`src/rtl/des_iter.sv`:
```
`default_nettype none
// ============================================================================
//  Module      : des_iter
//  Description : Iterative DES encrypt/decrypt engine. Runs the 16 Feistel
//                rounds over 16/ROUNDS_PER_CYCLE clocks using that many
//                unrolled round datapaths, with valid/ready on both sides.
//                Optional macro DES_ITER_CLEAR_EN zeroes L/R/C/D and the
//                result register on the result handshake.
//  Revision    : 1.0 - initial release
// ============================================================================
module des_iter #(
    parameter int ROUNDS_PER_CYCLE = 1
) (
    input  logic        clk,
    input  logic        rst,
    input  logic        in_valid,
    output logic        in_ready,
    input  logic        dec,
    input  logic [63:0] key,
    input  logic [63:0] m,
    output logic        out_valid,
    input  logic        out_ready,
    output logic [63:0] r,
    output logic        busy
);

    // Only divisors of 16 keep the round counter landing exactly on 16.
    generate
        if (!(ROUNDS_PER_CYCLE == 1 || ROUNDS_PER_CYCLE == 2 || ROUNDS_PER_CYCLE == 4 ||
              ROUNDS_PER_CYCLE == 8 || ROUNDS_PER_CYCLE == 16)) begin : g_bad_rpc
            $error("des_iter: ROUNDS_PER_CYCLE must be 1, 2, 4, 8 or 16");
        end
    endgenerate

    localparam logic [4:0] c_RPC = 5'(ROUNDS_PER_CYCLE);

    // DES tables use 1-based bit numbering with bit 1 = MSB.
    localparam int c_IP [64] = '{58, 50, 42, 34, 26, 18, 10, 2, 60, 52, 44, 36, 28, 20, 12, 4,
                                 62, 54, 46, 38, 30, 22, 14, 6, 64, 56, 48, 40, 32, 24, 16, 8,
                                 57, 49, 41, 33, 25, 17,  9, 1, 59, 51, 43, 35, 27, 19, 11, 3,
                                 61, 53, 45, 37, 29, 21, 13, 5, 63, 55, 47, 39, 31, 23, 15, 7};
    localparam int c_FP [64] = '{40, 8, 48, 16, 56, 24, 64, 32, 39, 7, 47, 15, 55, 23, 63, 31,
                                 38, 6, 46, 14, 54, 22, 62, 30, 37, 5, 45, 13, 53, 21, 61, 29,
                                 36, 4, 44, 12, 52, 20, 60, 28, 35, 3, 43, 11, 51, 19, 59, 27,
                                 34, 2, 42, 10, 50, 18, 58, 26, 33, 1, 41,  9, 49, 17, 57, 25};
    localparam int c_PC1 [56] = '{57, 49, 41, 33, 25, 17,  9,  1, 58, 50, 42, 34, 26, 18,
                                  10,  2, 59, 51, 43, 35, 27, 19, 11,  3, 60, 52, 44, 36,
                                  63, 55, 47, 39, 31, 23, 15,  7, 62, 54, 46, 38, 30, 22,
                                  14,  6, 61, 53, 45, 37, 29, 21, 13,  5, 28, 20, 12,  4};
    localparam int c_PC2 [48] = '{14, 17, 11, 24,  1,  5,  3, 28, 15,  6, 21, 10,
                                  23, 19, 12,  4, 26,  8, 16,  7, 27, 20, 13,  2,
                                  41, 52, 31, 37, 47, 55, 30, 40, 51, 45, 33, 48,
                                  44, 49, 39, 56, 34, 53, 46, 42, 50, 36, 29, 32};
    localparam int c_E [48] = '{32,  1,  2,  3,  4,  5,  4,  5,  6,  7,  8,  9,
                                 8,  9, 10, 11, 12, 13, 12, 13, 14, 15, 16, 17,
                                16, 17, 18, 19, 20, 21, 20, 21, 22, 23, 24, 25,
                                24, 25, 26, 27, 28, 29, 28, 29, 30, 31, 32,  1};
    localparam int c_P [32] = '{16,  7, 20, 21, 29, 12, 28, 17,  1, 15, 23, 26,  5, 18, 31, 10,
                                 2,  8, 24, 14, 32, 27,  3,  9, 19, 13, 30,  6, 22, 11,  4, 25};
    // One entry per S-box row (box*4 + row); column 0 is the top nibble.
    localparam logic [63:0] c_SBOX [32] = '{
        64'hE4D12FB83A6C5907, 64'h0F74E2D1A6CB9538, 64'h41E8D62BFC973A50, 64'hFC8249175B3EA06D,
        64'hF18E6B34972DC05A, 64'h3D47F28EC01A69B5, 64'h0E7BA4D158C6932F, 64'hD8A13F42B67C05E9,
        64'hA09E63F51DC7B428, 64'hD709346A285ECBF1, 64'hD6498F30B12C5AE7, 64'h1AD069874FE3B52C,
        64'h7DE3069A1285BC4F, 64'hD8B56F03472C1AE9, 64'hA690CB7DF13E5284, 64'h3F06A1D8945BC72E,
        64'h2C417AB6853FD0E9, 64'hEB2C47D150FA3986, 64'h421BAD78F9C5630E, 64'hB8C71E2D6F09A453,
        64'hC1AF92680D34E75B, 64'hAF427C9561DE0B38, 64'h9EF528C3704A1DB6, 64'h432C95FABE17608D,
        64'h4B2EF08D3C975A61, 64'hD0B7491AE35C2F86, 64'h14BDC37EAF680592, 64'h6BD814A7950FE23C,
        64'hD2846FB1A93E50C7, 64'h1FD8A374C56B0E92, 64'h7B419CE206ADF358, 64'h21E74A8DFC90356B};

    typedef enum logic [1:0] {S_IDLE = 2'd0, S_RUN = 2'd1, S_DONE = 2'd2} state_t;

    state_t      r_state, w_state_nxt;
    logic [31:0] r_lh, r_rh, w_lh, w_rh;
    logic [27:0] r_c, r_d, w_c, w_d;
    logic [4:0]  r_cnt;
    logic        r_mode;
    logic [63:0] r_res;
    logic        w_last;

    function automatic logic [63:0] perm_ip(input logic [63:0] x);
        logic [63:0] y;
        for (int i = 0; i < 64; i++) y[6'(63 - i)] = x[6'(64 - c_IP[6'(i)])];
        return y;
    endfunction

    function automatic logic [63:0] perm_fp(input logic [63:0] x);
        logic [63:0] y;
        for (int i = 0; i < 64; i++) y[6'(63 - i)] = x[6'(64 - c_FP[6'(i)])];
        return y;
    endfunction

    function automatic logic [55:0] perm_pc1(input logic [63:0] x);
        logic [55:0] y;
        for (int i = 0; i < 56; i++) y[6'(55 - i)] = x[6'(64 - c_PC1[6'(i)])];
        return y;
    endfunction

    function automatic logic [47:0] perm_pc2(input logic [55:0] x);
        logic [47:0] y;
        for (int i = 0; i < 48; i++) y[6'(47 - i)] = x[6'(56 - c_PC2[6'(i)])];
        return y;
    endfunction

    function automatic logic [47:0] perm_e(input logic [31:0] x);
        logic [47:0] y;
        for (int i = 0; i < 48; i++) y[6'(47 - i)] = x[5'(32 - c_E[6'(i)])];
        return y;
    endfunction

    function automatic logic [31:0] perm_p(input logic [31:0] x);
        logic [31:0] y;
        for (int i = 0; i < 32; i++) y[5'(31 - i)] = x[5'(32 - c_P[5'(i)])];
        return y;
    endfunction

    // f(R, K) = P(S(E(R) xor K)); S-box row from outer bits, column from inner four.
    function automatic logic [31:0] feistel(input logic [31:0] x, input logic [47:0] k);
        logic [47:0] e;
        logic [31:0] s;
        logic [5:0]  b6;
        e = perm_e(x) ^ k;
        s = '0;
        for (int b = 0; b < 8; b++) begin
            b6 = e[6'(47 - 6 * b) -: 6];
            s[5'(31 - 4 * b) -: 4] = c_SBOX[{3'(b), b6[5], b6[0]}][{~b6[4:1], 2'b00} +: 4];
        end
        return perm_p(s);
    endfunction

    // Decrypt walks the schedule backwards: no shift in round 1 since the
    // encrypt rotations total a full 28-bit turn.
    function automatic logic [1:0] shift_amt(input logic md, input logic [4:0] i);
        logic one;
        one = (i == 5'd1) || (i == 5'd2) || (i == 5'd9) || (i == 5'd16);
        if (md && (i == 5'd1)) return 2'd0;
        return one ? 2'd1 : 2'd2;
    endfunction

    function automatic logic [27:0] rot_l(input logic [27:0] x, input logic [1:0] s);
        case (s)
            2'd1:    return {x[26:0], x[27]};
            2'd2:    return {x[25:0], x[27:26]};
            default: return x;
        endcase
    endfunction

    function automatic logic [27:0] rot_r(input logic [27:0] x, input logic [1:0] s);
        case (s)
            2'd1:    return {x[0], x[27:1]};
            2'd2:    return {x[1:0], x[27:2]};
            default: return x;
        endcase
    endfunction

    assign w_last = ((r_cnt + c_RPC) == 5'd16);
    assign r      = r_res;

    // Chain ROUNDS_PER_CYCLE rounds, each rotating C/D then keying one Feistel step.
    always_comb begin : p_rounds
        logic [31:0] v_l, v_r, v_t;
        logic [27:0] v_c, v_d;
        logic [4:0]  v_i;
        logic [1:0]  v_s;
        v_l = r_lh;
        v_r = r_rh;
        v_c = r_c;
        v_d = r_d;
        v_t = '0;
        v_i = '0;
        v_s = '0;
        for (int j = 0; j < ROUNDS_PER_CYCLE; j++) begin
            v_i = r_cnt + 5'(j + 1);
            v_s = shift_amt(r_mode, v_i);
            if (r_mode) begin
                v_c = rot_r(v_c, v_s);
                v_d = rot_r(v_d, v_s);
            end else begin
                v_c = rot_l(v_c, v_s);
                v_d = rot_l(v_d, v_s);
            end
            v_t = v_l ^ feistel(v_r, perm_pc2({v_c, v_d}));
            v_l = v_r;
            v_r = v_t;
        end
        w_lh = v_l;
        w_rh = v_r;
        w_c  = v_c;
        w_d  = v_d;
    end

    // State register.
    always_ff @(posedge clk or negedge rst) begin
        if (!rst) r_state <= S_IDLE;
        else      r_state <= w_state_nxt;
    end

    // Next-state logic and handshake outputs decoded purely from state.
    always_comb begin
        w_state_nxt = r_state;
        in_ready    = 1'b0;
        out_valid   = 1'b0;
        busy        = 1'b0;
        case (r_state)
            S_IDLE: begin
                in_ready = 1'b1;
                if (in_valid) w_state_nxt = S_RUN;
            end
            S_RUN: begin
                busy = 1'b1;
                if (w_last) w_state_nxt = S_DONE;
            end
            S_DONE: begin
                busy      = 1'b1;
                out_valid = 1'b1;
                if (out_ready) w_state_nxt = S_IDLE;
            end
            default: w_state_nxt = S_IDLE;
        endcase
    end

    // Datapath: load on accept, iterate in RUN, capture the result on the last step.
    always_ff @(posedge clk or negedge rst) begin
        if (!rst) begin
            r_lh   <= '0;
            r_rh   <= '0;
            r_c    <= '0;
            r_d    <= '0;
            r_cnt  <= '0;
            r_mode <= 1'b0;
            r_res  <= '0;
        end else begin
            case (r_state)
                S_IDLE: begin
                    if (in_valid) begin
                        {r_lh, r_rh} <= perm_ip(m);
                        {r_c, r_d}   <= perm_pc1(key);
                        r_cnt        <= '0;
                        r_mode       <= dec;
                    end
                end
                S_RUN: begin
                    r_lh  <= w_lh;
                    r_rh  <= w_rh;
                    r_c   <= w_c;
                    r_d   <= w_d;
                    r_cnt <= r_cnt + c_RPC;
                    if (w_last) r_res <= perm_fp({w_rh, w_lh});
                end
                S_DONE: begin
`ifdef DES_ITER_CLEAR_EN
                    if (out_ready) begin
                        r_lh  <= '0;
                        r_rh  <= '0;
                        r_c   <= '0;
                        r_d   <= '0;
                        r_res <= '0;
                    end
`else
                    r_res <= r_res;
`endif
                end
                default: begin
                    r_cnt <= '0;
                end
            endcase
        end
    end

endmodule
`default_nettype wire

```
`config.mk`:
```
export PLATFORM = sky130hd
export DESIGN_NAME = des_iter
export DESIGN_NICKNAME = d
export VERILOG_FILES = /design/src/rtl/des_iter.sv
export SDC_FILE = /design/constraint.sdc
export NUM_CORES = 1
export LEC_CHECK = 0
export CAP_MARGIN = 15
export CORE_ASPECT_RATIO = 0.8
export CORE_MARGIN = 2
export CORE_UTILIZATION = 19
export CTS_CLUSTER_SIZE = 12
export DETAILED_ROUTE_END_ITERATION = 10
export PLACE_DENSITY = 0.83
export SLEW_MARGIN = 25
export SYNTH_ARGS = -nofsm -noshare
export SYNTH_HDL_FRONTEND = slang
export SYNTH_SLANG_ARGS = --single-unit
```
`constraint.sdc`:
```
create_clock -name clk -period 1.85 [get_ports clk]
set_clock_uncertainty 0.05 [all_clocks]
set_input_delay 0.37 -clock clk [delete_from_list [all_inputs] [get_ports clk]]
set_output_delay 0.37 -clock clk [all_outputs]
set_load 0.05 [all_outputs]
```
==> results of run 1 <==
registers in the layout, indices dropped and copies added (netlist names):
| signal | cells |
|---|---|
| r_state | 2 |
| r_cnt | 5 |
metal layers:
layer / share of wire / vias to the layer above / track usage
met5: 0 / - / 0
met4: 0.019 / 0 / 0.03024
met3: 0.10 / 2 / 0.02200
met2: 0.51 / 34 / 0.07900
met1: 0.37 / 276 / 0.04624
li1: - / 274 / -
power breakdown:
| part | leakage, nW | total [W] | internal (W) | switching [W] |
|---|---|---|---|---|
| clock | 0.0228 | 0.000224 | 0.000150 | 0.0000740 |
| combinational | 0.406 | 0.00100 | 0.000330 | 0.000672 |
| sequential | 0.0855 | 0.000304 | 0.000228 | 0.0000762 |
| total | 0.515 | 0.00153 | 0.000708 | 0.000823 |
worst max-delay path, stage by stage, from the launching register on:
cell and delay, ns:
sky130_fd_sc_hd__dfrtp_1 0.39, sky130_fd_sc_hd__inv_1 0.08, sky130_fd_sc_hd__ha_1 0.28, sky130_fd_sc_hd__nand2b_2 0.12, sky130_fd_sc_hd__nand2b_1 0.11, sky130_fd_sc_hd__or4_1 0.48, sky130_fd_sc_hd__nand3_1 0.10
cell families (layout without fill, tap and decap cells):
logic type	Yosys count	after routing	share of synthesized area
AO/OA/AOI/OAI	8	8	0.04942
adder cells (fa/ha/maj)	4	4	0.05202
buffers and inverters	68	15	0.5228
flip-flops	7	7	0.1821
multiplexers	3	3	0.03251
other	1	64	0.003897
AND/OR/NAND/NOR	28	28	0.1574
layout make-up:
| type | instances | area, µm² | area share |
|---|---|---|---|
| well taps | 62 | 77.57 | 0.08300 |
| flip-flops and latches | 7 | 175.2 | 0.1874 |
| repair buffers | 8 | 105.1 | 0.1125 |
| multi-input cells | 107 | 520.5 | 0.5569 |
| clock buffers | 4 | 45.04 | 0.04819 |
| inverters | 3 | 11.26 | 0.01205 |
cells in the mapped netlist:
cell	instances	area [µm²]
sky130_fd_sc_hd__and2_1	2	12.51
sky130_fd_sc_hd__nand3_1	3	15.01
sky130_fd_sc_hd__buf_4	64	480.5
sky130_fd_sc_hd__conb_1	1	3.750
sky130_fd_sc_hd__inv_2	1	3.750
sky130_fd_sc_hd__nor4_1	1	6.260
sky130_fd_sc_hd__nor2_1	2	7.510
sky130_fd_sc_hd__inv_1	2	7.510
sky130_fd_sc_hd__ha_1	4	50.05
sky130_fd_sc_hd__o21ai_0	4	20.02
sky130_fd_sc_hd__o21ai_1	2	10.01
sky130_fd_sc_hd__a221o_1	1	10.01
sky130_fd_sc_hd__nand2b_2	1	8.760
sky130_fd_sc_hd__mux2_1	1	11.26
sky130_fd_sc_hd__nand2b_1	3	18.77
sky130_fd_sc_hd__dfrtp_1	7	175.2
sky130_fd_sc_hd__or4_1	1	7.510
sky130_fd_sc_hd__mux2i_1	2	20.02
sky130_fd_sc_hd__a211oi_1	1	7.510
sky130_fd_sc_hd__nand2_1	9	33.78
sky130_fd_sc_hd__and4_2	1	10.01
sky130_fd_sc_hd__or2_1	1	6.260
sky130_fd_sc_hd__nand4_1	2	12.51
sky130_fd_sc_hd__nor2b_1	2	12.51
sky130_fd_sc_hd__buf_6	1	11.26
final timing paths:
kind	end	slack, ns
worst max-delay path	r_cnt[3]	0.17
worst min-delay path	r_cnt[2]	0.35
worst max register to register	r_cnt[3]	0.17
worst min register to register	r_cnt[1]	0.49
max in group asynchronous	r_state[1]	1.15
min in group clk	r_cnt[1]	0.49
per-stage QoR:
stage | hold WS, ns | setup WS (ns)
2_1_floorplan | 0.02441 | 0.006535
3_3_place_gp | 0.4665 | 0.07394
3_5_place_dp | 0.4822 | 0.03204
4_1_cts | 0.3671 | 0.1832
5_1_grt | 0.3720 | 0.08726
6_report | 0.3531 | 0.1662
cells in the final DEF, fill, tap and decap left out, types with 2 or more instances in the layout:
| master | Yosys | final |
|---|---|---|
| sky130_fd_sc_hd__clkbuf_8 | 0 | 3 |
| sky130_fd_sc_hd__clkdlybuf4s50_1 | 0 | 3 |
| sky130_fd_sc_hd__mux2i_1 | 2 | 2 |
| sky130_fd_sc_hd__conb_1 | 1 | 64 |
| sky130_fd_sc_hd__nor2b_1 | 2 | 2 |
| sky130_fd_sc_hd__inv_1 | 2 | 2 |
| sky130_fd_sc_hd__dfrtp_1 | 7 | 7 |
| sky130_fd_sc_hd__buf_12 | 0 | 3 |
| sky130_fd_sc_hd__and2_1 | 2 | 2 |
| sky130_fd_sc_hd__nand3_1 | 3 | 3 |
| sky130_fd_sc_hd__nand4_1 | 2 | 2 |
| sky130_fd_sc_hd__nand2b_1 | 3 | 3 |
| sky130_fd_sc_hd__nor2_1 | 2 | 2 |
| sky130_fd_sc_hd__o21ai_1 | 2 | 2 |
| sky130_fd_sc_hd__buf_4 | 64 | 2 |
| sky130_fd_sc_hd__o21ai_0 | 4 | 4 |
| sky130_fd_sc_hd__ha_1 | 4 | 4 |
| sky130_fd_sc_hd__nand2_1 | 9 | 9 |
==> summary.txt, run 1 <==
================================================================================
Run status ........................................................ finished, final reports clean
Standard cell area after detailed placement .......................    889.6 µm²
Number of antenna-violating nets in the routed design .............            0
Number of buffers added on ports ..................................            6
Start of the worst register-to-register path ......................   r_state[0]
# fillers .........................................................          549
Post-route DRC violation count ....................................            0
Tcrit/Tclk final ..................................................       0.9102
Maximum fanout count along the critical path ......................            4
Total of warnings raised by yosys .................................            0
I/O Pins ..........................................................          200
Floorplan die width ...............................................     83.56 µm
Count of vias placed by the detailed router .......................          586
RSZ-0062 raised after global routing ..............................        false
Latest clock arrival within the worst-skew pair ...................      0.23 ns
1st-iter DRT viols ................................................           47
Final number of max-transition violations .........................            0
Critical path required time .......................................      1.97 ns
Fin. Hold Viols ...................................................            0
Setup TNS after final layout ......................................         0 ns
Synth Register Bits ...............................................            7
Kind of end point of the critical path ............................     register
Synth-to-Final Area Change ........................................      -2.861%
Placeable core region .............................................     4950 µm²
Max Cap Violations ................................................            0
Resized Gates After CTS ...........................................            0
Quantity of hold-fixing buffers added after cts ...................            0
Die Footprint .....................................................     5653 µm²
Post-layout minimum cycle time ....................................     1.684 ns
Sequential share of the synthesized area ..........................       0.1821
Root buffer cell .................................................. sky130_fd_sc_hd__clkbuf_8
Share of cells above drive strength 1 .............................      0.08527
Depth of the CTS H-tree ...........................................            1
Synthesized area divided by synthesized cell count ................    8.085 µm²
Post-CTS setup buffer count .......................................            0
Post-layout util ..................................................       0.1888
Remaining Overflow, GRT ...........................................            0
Number of global-route vias before repair .........................          455
Finished Cell Area ................................................    934.6 µm²
Antenna diodes ....................................................            0
CP Launch Type ....................................................     register
Initial standard-cell utilization of the core .....................       0.1944
Global-route wire length before repair ............................      1952 µm
Clk pin slew, worst setup/hold paths ..............................      0.04 ns
P_leak ............................................................    0.5146 nW
Count of distinct cell types in the synthesized netlist ...........           25
Mean number of vias per cell ......................................        3.068
RD Place Congestion ...............................................       0.8697
Total GRT Usage ...................................................      0.04622
Number of buffers on the longest clock path .......................            2
Final standard cell count with taps included and fillers excluded .          191
Arrival time reported for the critical path endpoint ..............      1.80 ns
HP Class .......................................................... input port to asynchronous set/reset pin
Number of detailed-routing iterations run before antenna repair ...            4
Number of antenna violations at the first check in global routing .            0
Pwr Density .......................................................  1638 nW/µm²
Layout Nets .......................................................          267
Final setup violating endpoints ...................................            0
Crit Path Class ................................................... register to register
Total Power .......................................................   0.001531 W
Sinks on Clock Net ................................................            7
Routed wire length ................................................      1347 µm
Die boundary height ...............................................     67.65 µm
Clock tree from TritonCTS .........................................         done
Number of rows created at floorplan ...............................           23
Detailed Place HPWL ...............................................      1151 µm
Cts bufs inserted .................................................            3
Largest vdd supply drop ...........................................  0.0003985 V
Reg2Reg Depth .....................................................            6
WL per Instance ...................................................     7.052 µm
Pin count of the biggest net entering global routing ..............            8
Maximum operating frequency .......................................   0.5939 GHz
Timing startpoint of the critical path ............................   r_state[0]
Combined area of all synthesized cells ............................    962.2 µm²
Number of standard cells after synthesis ..........................          119
DP Cell Count .....................................................          187
================================================================================
Power figures use the tool's default switching activity.
==> run 2: changes to the inputs <==
CTS_CLUSTER_SIZE = 16   (was 12)
HOLD_SLACK_MARGIN = 0.05   (was unset)
==> results of run 2 <==
Same layout as run 1: the final DEF is identical, and so are final timing and power.
==> run 3: changes to the inputs <==
CORE_MARGIN = 5   (was 2)
CTS_BUF_LIST = sky130_fd_sc_hd__clkbuf_4 sky130_fd_sc_hd__clkbuf_8   (was unset)
SLEW_MARGIN = 20   (was 25)
==> run 3 against run 2 <==
  * Total power up 0.74%
  * Routed wire length rose by 17%
  * Utilization is 0.076 points higher
  * Sequential power is essentially flat
  * Sequential share of layout area is 0.075 points lower
  * Flip-flop and latch count is the same
  * Combinational power barely moved
  * Largest cell class unchanged
==> summary.txt, run 3 (synthesis gave the netlist of run 1 again) <==
=====================================================================================
Clock tree from TritonCTS ..............................................         done
1st-iter DRT viols .....................................................           58   +23%
Latest clock arrival within the worst-skew pair ........................      0.22 ns   about the same
P_leak .................................................................    0.5180 nW   +0.66%
Mean number of vias per cell ...........................................        3.068   unchanged
Final standard cell count with taps included and fillers excluded ......          191   unchanged
Number of antenna violations at the first check in global routing ......            0   unchanged
Detailed Place HPWL ....................................................      1360 µm   +18%
Commonest cells after routing, fill and taps aside ..................... 64 x sky130_fd_sc_hd__conb_1, 9 x sky130_fd_sc_hd__nand2_1, 7 x sky130_fd_sc_hd__dfrtp_1, 4 x sky130_fd_sc_hd__o21ai_0, 4 x sky130_fd_sc_hd__ha_1
Placeable core region ..................................................     4950 µm²   unchanged
Arrival time reported for the critical path endpoint ...................      1.78 ns   -0.02 ns
Number of buffers added on ports .......................................            6   unchanged
Sinks on Clock Net .....................................................            7   unchanged
Clk pin slew, worst setup/hold paths ...................................      0.04 ns   about the same
Total GRT Usage ........................................................      0.04375   -0.002470
I/O Pins ...............................................................          200   unchanged
Maximum fanout count along the critical path ...........................            4   unchanged
CP Launch Type .........................................................     register
Number of global-route vias before repair ..............................          509   +12%
Reg2Reg Depth ..........................................................            6   unchanged
Die boundary height ....................................................     73.65 µm   +8.9%
Post-CTS setup buffer count ............................................            0   unchanged
Number of antenna-violating nets in the routed design ..................            0   unchanged
Start of the worst register-to-register path ...........................   r_state[0]
Pwr Density ............................................................  1643 nW/µm²   +0.34%
Number of flip-flops in the largest register ...........................            5   unchanged
Post-layout minimum cycle time .........................................     1.667 ns   -0.01653 ns
Root buffer cell ....................................................... sky130_fd_sc_hd__clkbuf_8
Post-layout util .......................................................       0.1896   +0.0007580
Antenna diodes .........................................................            0   unchanged
Number of rows created at floorplan ....................................           23   unchanged
RD Place Congestion ....................................................       0.7727   -11%
Floorplan die width ....................................................     89.56 µm   +7.2%
Critical path required time ............................................      1.96 ns   about the same
Layout Nets ............................................................          267   unchanged
Remaining Overflow, GRT ................................................            0   unchanged
Worst R2R End ..........................................................     r_cnt[3]
Fin. Hold Viols ........................................................            0   unchanged
Top Registers .......................................................... r_cnt: 5 flops, r_state: 2 flops
Post-route DRC violation count .........................................            0   unchanged
Maximum operating frequency ............................................   0.5998 GHz   +0.99%
Resized Gates After CTS ................................................            0   unchanged
Most frequent standard cell in the layout excluding fill and tap cells . sky130_fd_sc_hd__conb_1
Timing startpoint of the critical path .................................   r_state[0]
HP Class ............................................................... input port to asynchronous set/reset pin
Count of vias placed by the detailed router ............................          586   unchanged
WL per Instance ........................................................     8.230 µm   +17%
Final number of max-transition violations ..............................            0   unchanged
Tcrit/Tclk final .......................................................       0.9012   -0.008937
Number of detailed-routing iterations run before antenna repair ........            4   unchanged
Depth of the CTS H-tree ................................................            1   unchanged
Quantity of hold-fixing buffers added after cts ........................            0   unchanged
Share of cells above drive strength 1 ..................................      0.09302   +0.007752
Die Footprint ..........................................................     6596 µm²   +17%
Total Power ............................................................   0.001542 W   +0.74%
Kind of end point of the critical path .................................     register
Crit Path Class ........................................................ register to register
Global-route wire length before repair .................................      2145 µm   +9.9%
Max Cap Violations .....................................................            0   unchanged
Routed wire length .....................................................      1572 µm   +17%
Number of buffers on the longest clock path ............................            2   unchanged
Worst reg-to-reg setup slack ...........................................      0.18 ns   +0.02 ns
Cts bufs inserted ......................................................            3   unchanged
Final setup violating endpoints ........................................            0   unchanged
Initial standard-cell utilization of the core ..........................       0.1944   unchanged
RSZ-0062 raised after global routing ...................................        false
Synth-to-Final Area Change .............................................      -2.471%
Largest vdd supply drop ................................................  0.0004133 V   +3.7%
Run status ............................................................. finished, final reports clean
Setup TNS after final layout ...........................................         0 ns   unchanged
DP Cell Count ..........................................................          187   unchanged
Capture point of the worst path ........................................     r_cnt[3]
Pin count of the biggest net entering global routing ...................            8   unchanged
Register name with the most flops ......................................        r_cnt
=====================================================================================
[run 3: cell counts in the layout (fill, tap and decap cells not counted)]
No cell type changed its count.
[run 3: layer usage]
metal | routed length [µm] | share of wire | vias up | track usage
li1 | - | - | 274 | -
met1 | 540 | 0.34 | 273 | 0.04823
met2 | 820 | 0.52 | 39 | 0.07305
met3 | 211 | 0.13 | 0 | 0.02354
met4 | 0 | 0 | 0 | 0.01157
met5 | 0 | 0 | - | 0
[run 3: worst min path at each step]
stage | startpoint | endpoint | depth (start not counted)
6_report | rst | r_cnt[1] | 1
5_1_grt | rst | r_state[1] | 1
4_1_cts | rst | r_cnt[2] | 1
3_5_place_dp | r_cnt[0] | r_cnt[0] | 1
3_3_place_gp | r_cnt[0] | r_cnt[0] | 1
2_1_floorplan | rst | r_cnt[0] | 0
[run 3: stage by stage]
stage | hold WS, ns | instance area, µm² | setup WS [ns]
finish | 0.3734 | 938.4 | 0.1827
CTS | 0.3662 | 938.4 | 0.1848
floorplan | 0.02441 | 1199 | 0.006535
global route | 0.3868 | 938.4 | 0.09376
detailed placement | 0.4797 | 889.6 | 0.01703
global placement | 0.4663 | 889.6 | 0.07297
[run 3: worst max-delay path, stage by stage (launching register included)]
cell and delay [ns]:
sky130_fd_sc_hd__dfrtp_1 0.38, sky130_fd_sc_hd__inv_1 0.08, sky130_fd_sc_hd__ha_1 0.28, sky130_fd_sc_hd__nand2b_2 0.12, sky130_fd_sc_hd__nand2b_1 0.12, sky130_fd_sc_hd__or4_1 0.49
sky130_fd_sc_hd__nand3_1 0.09
[run 3: power breakdown]
part | leakage, nW | internal (W) | switching [W]
logic | 0.406 | 0.000330 | 0.000679
registers | 0.0855 | 0.000228 | 0.0000736
clock network | 0.0262 | 0.000164 | 0.0000673
total | 0.518 | 0.000722 | 0.000820
[run 3: final cells by class]
type | instances | area, µm²
inverters | 3 | 11.26
flip-flops and latches | 7 | 175.2
clock buffers | 4 | 48.80
fillers | 536 | 4011
multi-input cells | 107 | 520.5
repair buffers | 8 | 105.1
well taps | 62 | 77.57
